`src/rtl/fetch_decode_skid.sv`:
```
// fetch_decode_skid
// Bundle-granular two-entry skid buffer between the instruction buffer and the
// decode stage. A bundle holds up to three lanes plus one RAS checkpoint. The
// buffer holds bundles in two registers:
//   OUT  - the bundle presented to decode
//   SKID - one more bundle, taken while decode is stalled
// decode_ready_o comes from a flop, so it never combinationally depends on
// out_ready_i.
//
// Ports
//   clk, reset            clock, synchronous active-high reset
//   flush_i               discard everything held and any same-cycle input
//   decode_valid_i/_ready_o  handshake with the instruction buffer (lane mask / all-equal ready)
//   *_i_0/1/2             per-lane payload in
//   ras_tos_checkpoint_i  per-bundle RAS checkpoint in
//   out_valid_o/out_ready_i  handshake with decode (lane mask / whole-bundle consume)
//   *_o_0/1/2, ras_tos_checkpoint_o  registered payload out
//
// Optional build macro FETCH_DECODE_SKID_PERF_EN adds saturating counters
// stall_cycles_o, bubble_cycles_o and bundles_o.
module fetch_decode_skid #(
    parameter int unsigned DATA_WIDTH = 32,
    parameter int unsigned ENTRIES    = 32
) (
    input  logic                          clk,
    input  logic                          reset,
    input  logic                          flush_i,

    input  logic [2:0]                    decode_valid_i,
    output logic [2:0]                    decode_ready_o,

    input  logic [DATA_WIDTH-1:0]         instruction_i_0,
    input  logic [DATA_WIDTH-1:0]         instruction_i_1,
    input  logic [DATA_WIDTH-1:0]         instruction_i_2,
    input  logic [DATA_WIDTH-1:0]         pc_i_0,
    input  logic [DATA_WIDTH-1:0]         pc_i_1,
    input  logic [DATA_WIDTH-1:0]         pc_i_2,
    input  logic [DATA_WIDTH-1:0]         imm_i_0,
    input  logic [DATA_WIDTH-1:0]         imm_i_1,
    input  logic [DATA_WIDTH-1:0]         imm_i_2,
    input  logic [DATA_WIDTH-1:0]         pc_at_prediction_i_0,
    input  logic [DATA_WIDTH-1:0]         pc_at_prediction_i_1,
    input  logic [DATA_WIDTH-1:0]         pc_at_prediction_i_2,
    input  logic                          branch_prediction_i_0,
    input  logic                          branch_prediction_i_1,
    input  logic                          branch_prediction_i_2,
    input  logic [$clog2(ENTRIES):0]      global_history_i_0,
    input  logic [$clog2(ENTRIES):0]      global_history_i_1,
    input  logic [$clog2(ENTRIES):0]      global_history_i_2,
    input  logic [2:0]                    ras_tos_checkpoint_i,

    output logic [2:0]                    out_valid_o,
    input  logic                          out_ready_i,

    output logic [DATA_WIDTH-1:0]         instruction_o_0,
    output logic [DATA_WIDTH-1:0]         instruction_o_1,
    output logic [DATA_WIDTH-1:0]         instruction_o_2,
    output logic [DATA_WIDTH-1:0]         pc_o_0,
    output logic [DATA_WIDTH-1:0]         pc_o_1,
    output logic [DATA_WIDTH-1:0]         pc_o_2,
    output logic [DATA_WIDTH-1:0]         imm_o_0,
    output logic [DATA_WIDTH-1:0]         imm_o_1,
    output logic [DATA_WIDTH-1:0]         imm_o_2,
    output logic [DATA_WIDTH-1:0]         pc_at_prediction_o_0,
    output logic [DATA_WIDTH-1:0]         pc_at_prediction_o_1,
    output logic [DATA_WIDTH-1:0]         pc_at_prediction_o_2,
    output logic                          branch_prediction_o_0,
    output logic                          branch_prediction_o_1,
    output logic                          branch_prediction_o_2,
    output logic [$clog2(ENTRIES):0]      global_history_o_0,
    output logic [$clog2(ENTRIES):0]      global_history_o_1,
    output logic [$clog2(ENTRIES):0]      global_history_o_2,
    output logic [2:0]                    ras_tos_checkpoint_o
`ifdef FETCH_DECODE_SKID_PERF_EN
    ,
    output logic [31:0]                   stall_cycles_o,
    output logic [31:0]                   bubble_cycles_o,
    output logic [31:0]                   bundles_o
`endif
);

    localparam int unsigned INDEX_WIDTH = $clog2(ENTRIES);
    localparam int unsigned GH_WIDTH    = INDEX_WIDTH + 1;
    localparam int unsigned LANES       = 3;

    typedef struct packed {
        logic [DATA_WIDTH-1:0] instruction;
        logic [DATA_WIDTH-1:0] pc;
        logic [DATA_WIDTH-1:0] imm;
        logic [DATA_WIDTH-1:0] pc_at_prediction;
        logic                  branch_prediction;
        logic [GH_WIDTH-1:0]   global_history;
    } lane_t;

    typedef struct packed {
        logic [LANES-1:0]      valid;
        lane_t [LANES-1:0]     lane;
        logic [2:0]            ras_tos;
    } bundle_t;

    typedef enum logic [1:0] {
        EMPTY = 2'd0,
        ONE   = 2'd1,
        TWO   = 2'd2
    } state_t;

    state_t           state_q, state_d;
    bundle_t          out_q, out_d;
    bundle_t          skid_q, skid_d;
    bundle_t          in_bundle;
    logic [LANES-1:0] ready_q, ready_d;
    logic             accept;
    logic             consume;

    // Gather the flat lane ports into one bundle.
    always_comb begin
        in_bundle                           = '0;
        in_bundle.valid                     = decode_valid_i;
        in_bundle.lane[0].instruction       = instruction_i_0;
        in_bundle.lane[1].instruction       = instruction_i_1;
        in_bundle.lane[2].instruction       = instruction_i_2;
        in_bundle.lane[0].pc                = pc_i_0;
        in_bundle.lane[1].pc                = pc_i_1;
        in_bundle.lane[2].pc                = pc_i_2;
        in_bundle.lane[0].imm               = imm_i_0;
        in_bundle.lane[1].imm               = imm_i_1;
        in_bundle.lane[2].imm               = imm_i_2;
        in_bundle.lane[0].pc_at_prediction  = pc_at_prediction_i_0;
        in_bundle.lane[1].pc_at_prediction  = pc_at_prediction_i_1;
        in_bundle.lane[2].pc_at_prediction  = pc_at_prediction_i_2;
        in_bundle.lane[0].branch_prediction = branch_prediction_i_0;
        in_bundle.lane[1].branch_prediction = branch_prediction_i_1;
        in_bundle.lane[2].branch_prediction = branch_prediction_i_2;
        in_bundle.lane[0].global_history    = global_history_i_0;
        in_bundle.lane[1].global_history    = global_history_i_1;
        in_bundle.lane[2].global_history    = global_history_i_2;
        in_bundle.ras_tos                   = ras_tos_checkpoint_i;
    end

    // Handshakes; flush vetoes both so nothing moves in a flush cycle.
    assign accept  = (|decode_valid_i) && ready_q[0] && !flush_i;
    assign consume = (|out_q.valid) && out_ready_i && !flush_i;

    // Next-state and next-payload.
    always_comb begin
        state_d = state_q;
        out_d   = out_q;
        skid_d  = skid_q;
        ready_d = ready_q;

        if (flush_i) begin
            state_d      = EMPTY;
            out_d.valid  = '0;
            skid_d.valid = '0;
        end else begin
            unique case (state_q)
                EMPTY: begin
                    if (accept) begin
                        out_d   = in_bundle;
                        state_d = ONE;
                    end
                end
                ONE: begin
                    if (accept && consume) begin
                        out_d = in_bundle;
                    end else if (accept) begin
                        skid_d  = in_bundle;
                        state_d = TWO;
                    end else if (consume) begin
                        out_d.valid = '0;
                        state_d     = EMPTY;
                    end
                end
                TWO: begin
                    // Ready is low here, so no accept can coincide.
                    if (consume) begin
                        out_d        = skid_q;
                        skid_d.valid = '0;
                        state_d      = ONE;
                    end
                end
                default: begin
                    state_d      = EMPTY;
                    out_d.valid  = '0;
                    skid_d.valid = '0;
                end
            endcase
        end

        // Ready is a registered copy of "next state is not full".
        ready_d = (state_d == TWO) ? 3'b000 : 3'b111;
    end

    // State and payload registers.
    always_ff @(posedge clk) begin
        if (reset) begin
            state_q <= EMPTY;
            out_q   <= '0;
            skid_q  <= '0;
            ready_q <= 3'b111;
        end else begin
            state_q <= state_d;
            out_q   <= out_d;
            skid_q  <= skid_d;
            ready_q <= ready_d;
        end
    end

    assign decode_ready_o        = ready_q;
    assign out_valid_o           = out_q.valid;
    assign instruction_o_0       = out_q.lane[0].instruction;
    assign instruction_o_1       = out_q.lane[1].instruction;
    assign instruction_o_2       = out_q.lane[2].instruction;
    assign pc_o_0                = out_q.lane[0].pc;
    assign pc_o_1                = out_q.lane[1].pc;
    assign pc_o_2                = out_q.lane[2].pc;
    assign imm_o_0               = out_q.lane[0].imm;
    assign imm_o_1               = out_q.lane[1].imm;
    assign imm_o_2               = out_q.lane[2].imm;
    assign pc_at_prediction_o_0  = out_q.lane[0].pc_at_prediction;
    assign pc_at_prediction_o_1  = out_q.lane[1].pc_at_prediction;
    assign pc_at_prediction_o_2  = out_q.lane[2].pc_at_prediction;
    assign branch_prediction_o_0 = out_q.lane[0].branch_prediction;
    assign branch_prediction_o_1 = out_q.lane[1].branch_prediction;
    assign branch_prediction_o_2 = out_q.lane[2].branch_prediction;
    assign global_history_o_0    = out_q.lane[0].global_history;
    assign global_history_o_1    = out_q.lane[1].global_history;
    assign global_history_o_2    = out_q.lane[2].global_history;
    assign ras_tos_checkpoint_o  = out_q.ras_tos;

`ifdef FETCH_DECODE_SKID_PERF_EN
    logic [31:0] stall_q;
    logic [31:0] bubble_q;
    logic [31:0] bundles_q;

    // Saturating performance counters; only reset clears them, flush does not.
    always_ff @(posedge clk) begin
        if (reset) begin
            stall_q   <= '0;
            bubble_q  <= '0;
            bundles_q <= '0;
        end else begin
            if (state_q == TWO && stall_q != 32'hFFFF_FFFF) begin
                stall_q <= stall_q + 32'd1;
            end
            if (state_q == EMPTY && !flush_i && bubble_q != 32'hFFFF_FFFF) begin
                bubble_q <= bubble_q + 32'd1;
            end
            if (consume && bundles_q != 32'hFFFF_FFFF) begin
                bundles_q <= bundles_q + 32'd1;
            end
        end
    end

    assign stall_cycles_o  = stall_q;
    assign bubble_cycles_o = bubble_q;
    assign bundles_o       = bundles_q;
`endif

endmodule

```
`config.mk`:
```
export PLATFORM = sky130hd
export DESIGN_NAME = fetch_decode_skid
export DESIGN_NICKNAME = d
export VERILOG_FILES = /design/src/rtl/fetch_decode_skid.sv
export SDC_FILE = /design/constraint.sdc
export NUM_CORES = 2
export LEC_CHECK = 0
export BUFFER_PORTS_ARGS = -buffer_cell sky130_fd_sc_hd__buf_2
export CAP_MARGIN = 0
export CORE_AREA = 2 2 324 326
export CTS_CLUSTER_DIAMETER = 60
export DETAILED_ROUTE_END_ITERATION = 7
export DIE_AREA = 0 0 326 328
export GPL_TIMING_DRIVEN = 0
export PLACE_DENSITY = 0.58
export SYNTH_ARGS = -nofsm -noshare
export SYNTH_HDL_FRONTEND = slang
export SYNTH_SLANG_ARGS = --single-unit
```
`constraint.sdc`:
```
create_clock -name clk -period 2.8 [get_ports clk]
set_clock_uncertainty 0.2 [all_clocks]
set_input_delay 0 -clock clk [delete_from_list [all_inputs] [get_ports clk]]
set_output_delay 0 -clock clk [all_outputs]
set_load 0.1 [all_outputs]
```
==> results.ini <==
[finish]
layout.cells.non_filler = 6974
area_delta_synth_final_pct = 51.9
final_nets = 5908
drive_above_1_share = 0.222
postLayoutCoreUtil = 0.500
final_common_cell = buf_2
stdcell_area_sq_um = 51600
mostFrequentLayoutCells = 1032 x buf_2, 828 x dlygate4sd3_1, 824 x dfxtp_1, 818 x nand2_1, 816 x a211oi_1

[pwr]
pwr-share-clk = 0.383
powerDensity_nw_per_um2 = 667
worst_ir_drop_vdd_mv = 0.549
combPwrFrac = 0.245
switching_share = 0.346
p_leak_nw = 22.8
p_int_mw = 22.5
p_total_mw = 34.4
p_seq_frac = 0.372
switchingPower_mw = 11.9

[yosys]
ys_types = 36
synth_cells = 3731
synth_top_flop_cell = dfxtp_1
yosysSeqAreaShare = 0.486
syn_nets = 4146
post-synth-top-area-cell = dfxtp_1
yosys_warnings = 0
synth_area_sq_um = 34000
yosys_register_bits = 825
synth-async-reset-ratio = 0
syn_area_per_cell_sq_um = 9.11
yosysTopAreaCellShare = 0.486
synth_area_leaders = dfxtp_1 49%, a211oi_1 18%, mux2i_1 12%
synth_edf_count = 0

[timing]
rsz0062_at_grt = false
timing.fmax_mhz = 362
relSlewSlack = 0.293
tightest_slew_ps = 1060
slew_violations = 0
tns_ps = 0
hold_viol = 0
whs_ps = 31.4
finalCriticalPeriod_ps = 2760
finalSetupViolations = 0
finalCritPeriodShare = 0.987
setup_ws_ps = 37.5

[clock_network]
clk_pin_slew_ps = 60
clock_latency_ps = 670
cts-root-buf = clkbuf_16
clockBufferDepth = 3
cts_buffers = 99
clock-sinks = 825
cts_tree = built
cts_max_level = 3

[setup_path]
crit_top_cell = a211oi_1
cp_data_arrival_time_ps = 3130
crit_chain = nand2b_1 -> nor3_4 -> buf_4 -> clkbuf_2 -> clkbuf_1 -> a211oi_1 -> a211oi_1
critPathMaxFanout = 10
cp-end-kind = register
start_kind = register
cp.required_ps = 3170
setup.worst_path.class = register to register
cpMaxStageDelayCell = clkbuf_1
max_stage_delay_ps = 500

[global_routing]
antenna_found_initial = 34
grt_pass1_wl_um = 222000
grtUsageTotal = 0.264
grt_pass1_vias = 36200
grt_max_degree = 14
grt-ovfl-total = 0

[floorplan]
num_rows = 118
io-pin-count = 829
die_w_um = 326
die_area_sq_um = 107000
die_h_um = 328
start_util = 0.330
core-area_sq_um = 103000

[route]
drt_iter0_drc = 2304
drt-wirelength-per-cell_um = 21.1
viasPerCell = 5.20
route.detailed.drc = 0
drtPass1Iterations = 5
drtAntennaViolNets = 0
routed_wl_um = 147000
vias = 36300

[place]
portBuffers = 826
pre_cts_ws_ps = -800
dp_hpwl_um = 100000
dp_cells = 5937
place_area_sq_um = 39900
routabilityCongestion = 0.851

[outcome]
status = finished, final reports clean

[min_path]
hold_class = input port to register

[run]
cap_violations = 0

[critical path: cells and delay by family (launching register included)]
family          cells  cell delay (ps)
simple gates        2              380
compound gates      2              510
flops               1              480
buf+inv             3             1100
[Yosys cell counts (4+ instances only)]
cell type and instances:
nor2_1 4, clkbuf_1 180, buf_1 8, buf_4 5, a211oi_1 816, mux2i_1 408, buf_2 217, nand2_1 818
a21oi_1 410, dfxtp_1 825
[per-layer routing]
layer / up-vias / share of wire / wire length (um) / track usage
met1: 17300 / 0.41 / 59700 / 0.320
met2: 1412 / 0.47 / 68700 / 0.435
met5: - / 0.00076 / 112 / 0
met4: 18 / 0.053 / 7780 / 0.126
li1: 17100 / - / - / -
met3: 437 / 0.073 / 10700 / 0.0693
[cell families (layout without fill, tap and decap cells)]
family                 count (synthesis)  count (layout)  synth area share
AO/OA/AOI/OAI                       1243            1243             0.245
buffers and inverters                414            2252            0.0545
other                                  0              25                 0
multiplexers                         408             408             0.120
AND/OR/NAND/NOR                      841             841            0.0950
flip-flops                           825             825             0.486
[cell type report]
| class | instances | area (sq um) |
|---|---|---|
| clock inverter | 30 | 374 |
| buffer | 412 | 1900 |
| multi-input combinational | 2492 | 15700 |
| antenna | 25 | 62.6 |
| sequential | 825 | 16500 |
| fill | 9656 | 51600 |
| clock buffer | 147 | 2930 |
| timing repair buffer | 1661 | 12500 |
| inverter | 2 | 7.51 |
| tap | 1380 | 1730 |
[sequential cells by signal, indices dropped and copies added (netlist names), 3 cells and up]
| name | count |
|---|---|
| global_history_o_1 | 6 |
| pc_at_prediction_o_2 | 32 |
| pc_o_1 | 32 |
| instruction_o_2 | 32 |
| pc_at_prediction_o_1 | 32 |
| pc_o_2 | 32 |
| global_history_o_0 | 6 |
| instruction_o_1 | 32 |
| pc_at_prediction_o_0 | 32 |
| imm_o_0 | 32 |
| imm_o_1 | 32 |
| ras_tos_checkpoint_o | 3 |
| global_history_o_2 | 6 |
| instruction_o_0 | 32 |
| imm_o_2 | 32 |
| pc_o_0 | 32 |
| out_valid_o | 3 |
| skid_q | 411 |
[final timing paths]
path / from / endpoint / slack (ps) / cells after the start
worst max register to register: decode_ready_o[1] / imm_o_2[0] / 40 / 7
worst min-delay path: imm_i_0[29] / skid_q[71] / 30 / 4
worst max-delay path: decode_ready_o[1] / imm_o_2[0] / 40 / 7
worst min register to register: skid_q[391] / skid_q[391] / 250 / 2
[what timing repair did]
action / in CTS / in global routing
setup endpoints to repair: 702 / 414
pin swaps: 2 / 1
gates resized for setup: 14 / 35
hold buffers: 828 / 0
cloned: 0 / 0
endpoints found under the hold margin: 825 / 0
setup buffers: 6 / 1
[power by group through the flow]
| stage | Clock (mW) | Combinational (mW) | Sequential [mW] |
|---|---|---|---|
| after floorplan | 0 | 1.76 | 16.8 |
| after global routing | 13.8 | 8.80 | 12.9 |
| after CTS | 13.3 | 8.37 | 12.8 |
| after detailed placement | 0 | 7.38 | 13.0 |
| final | 13.2 | 8.45 | 12.8 |
| after global placement | 0 | 7.36 | 13.0 |
(Power assumes the default switching activity.)
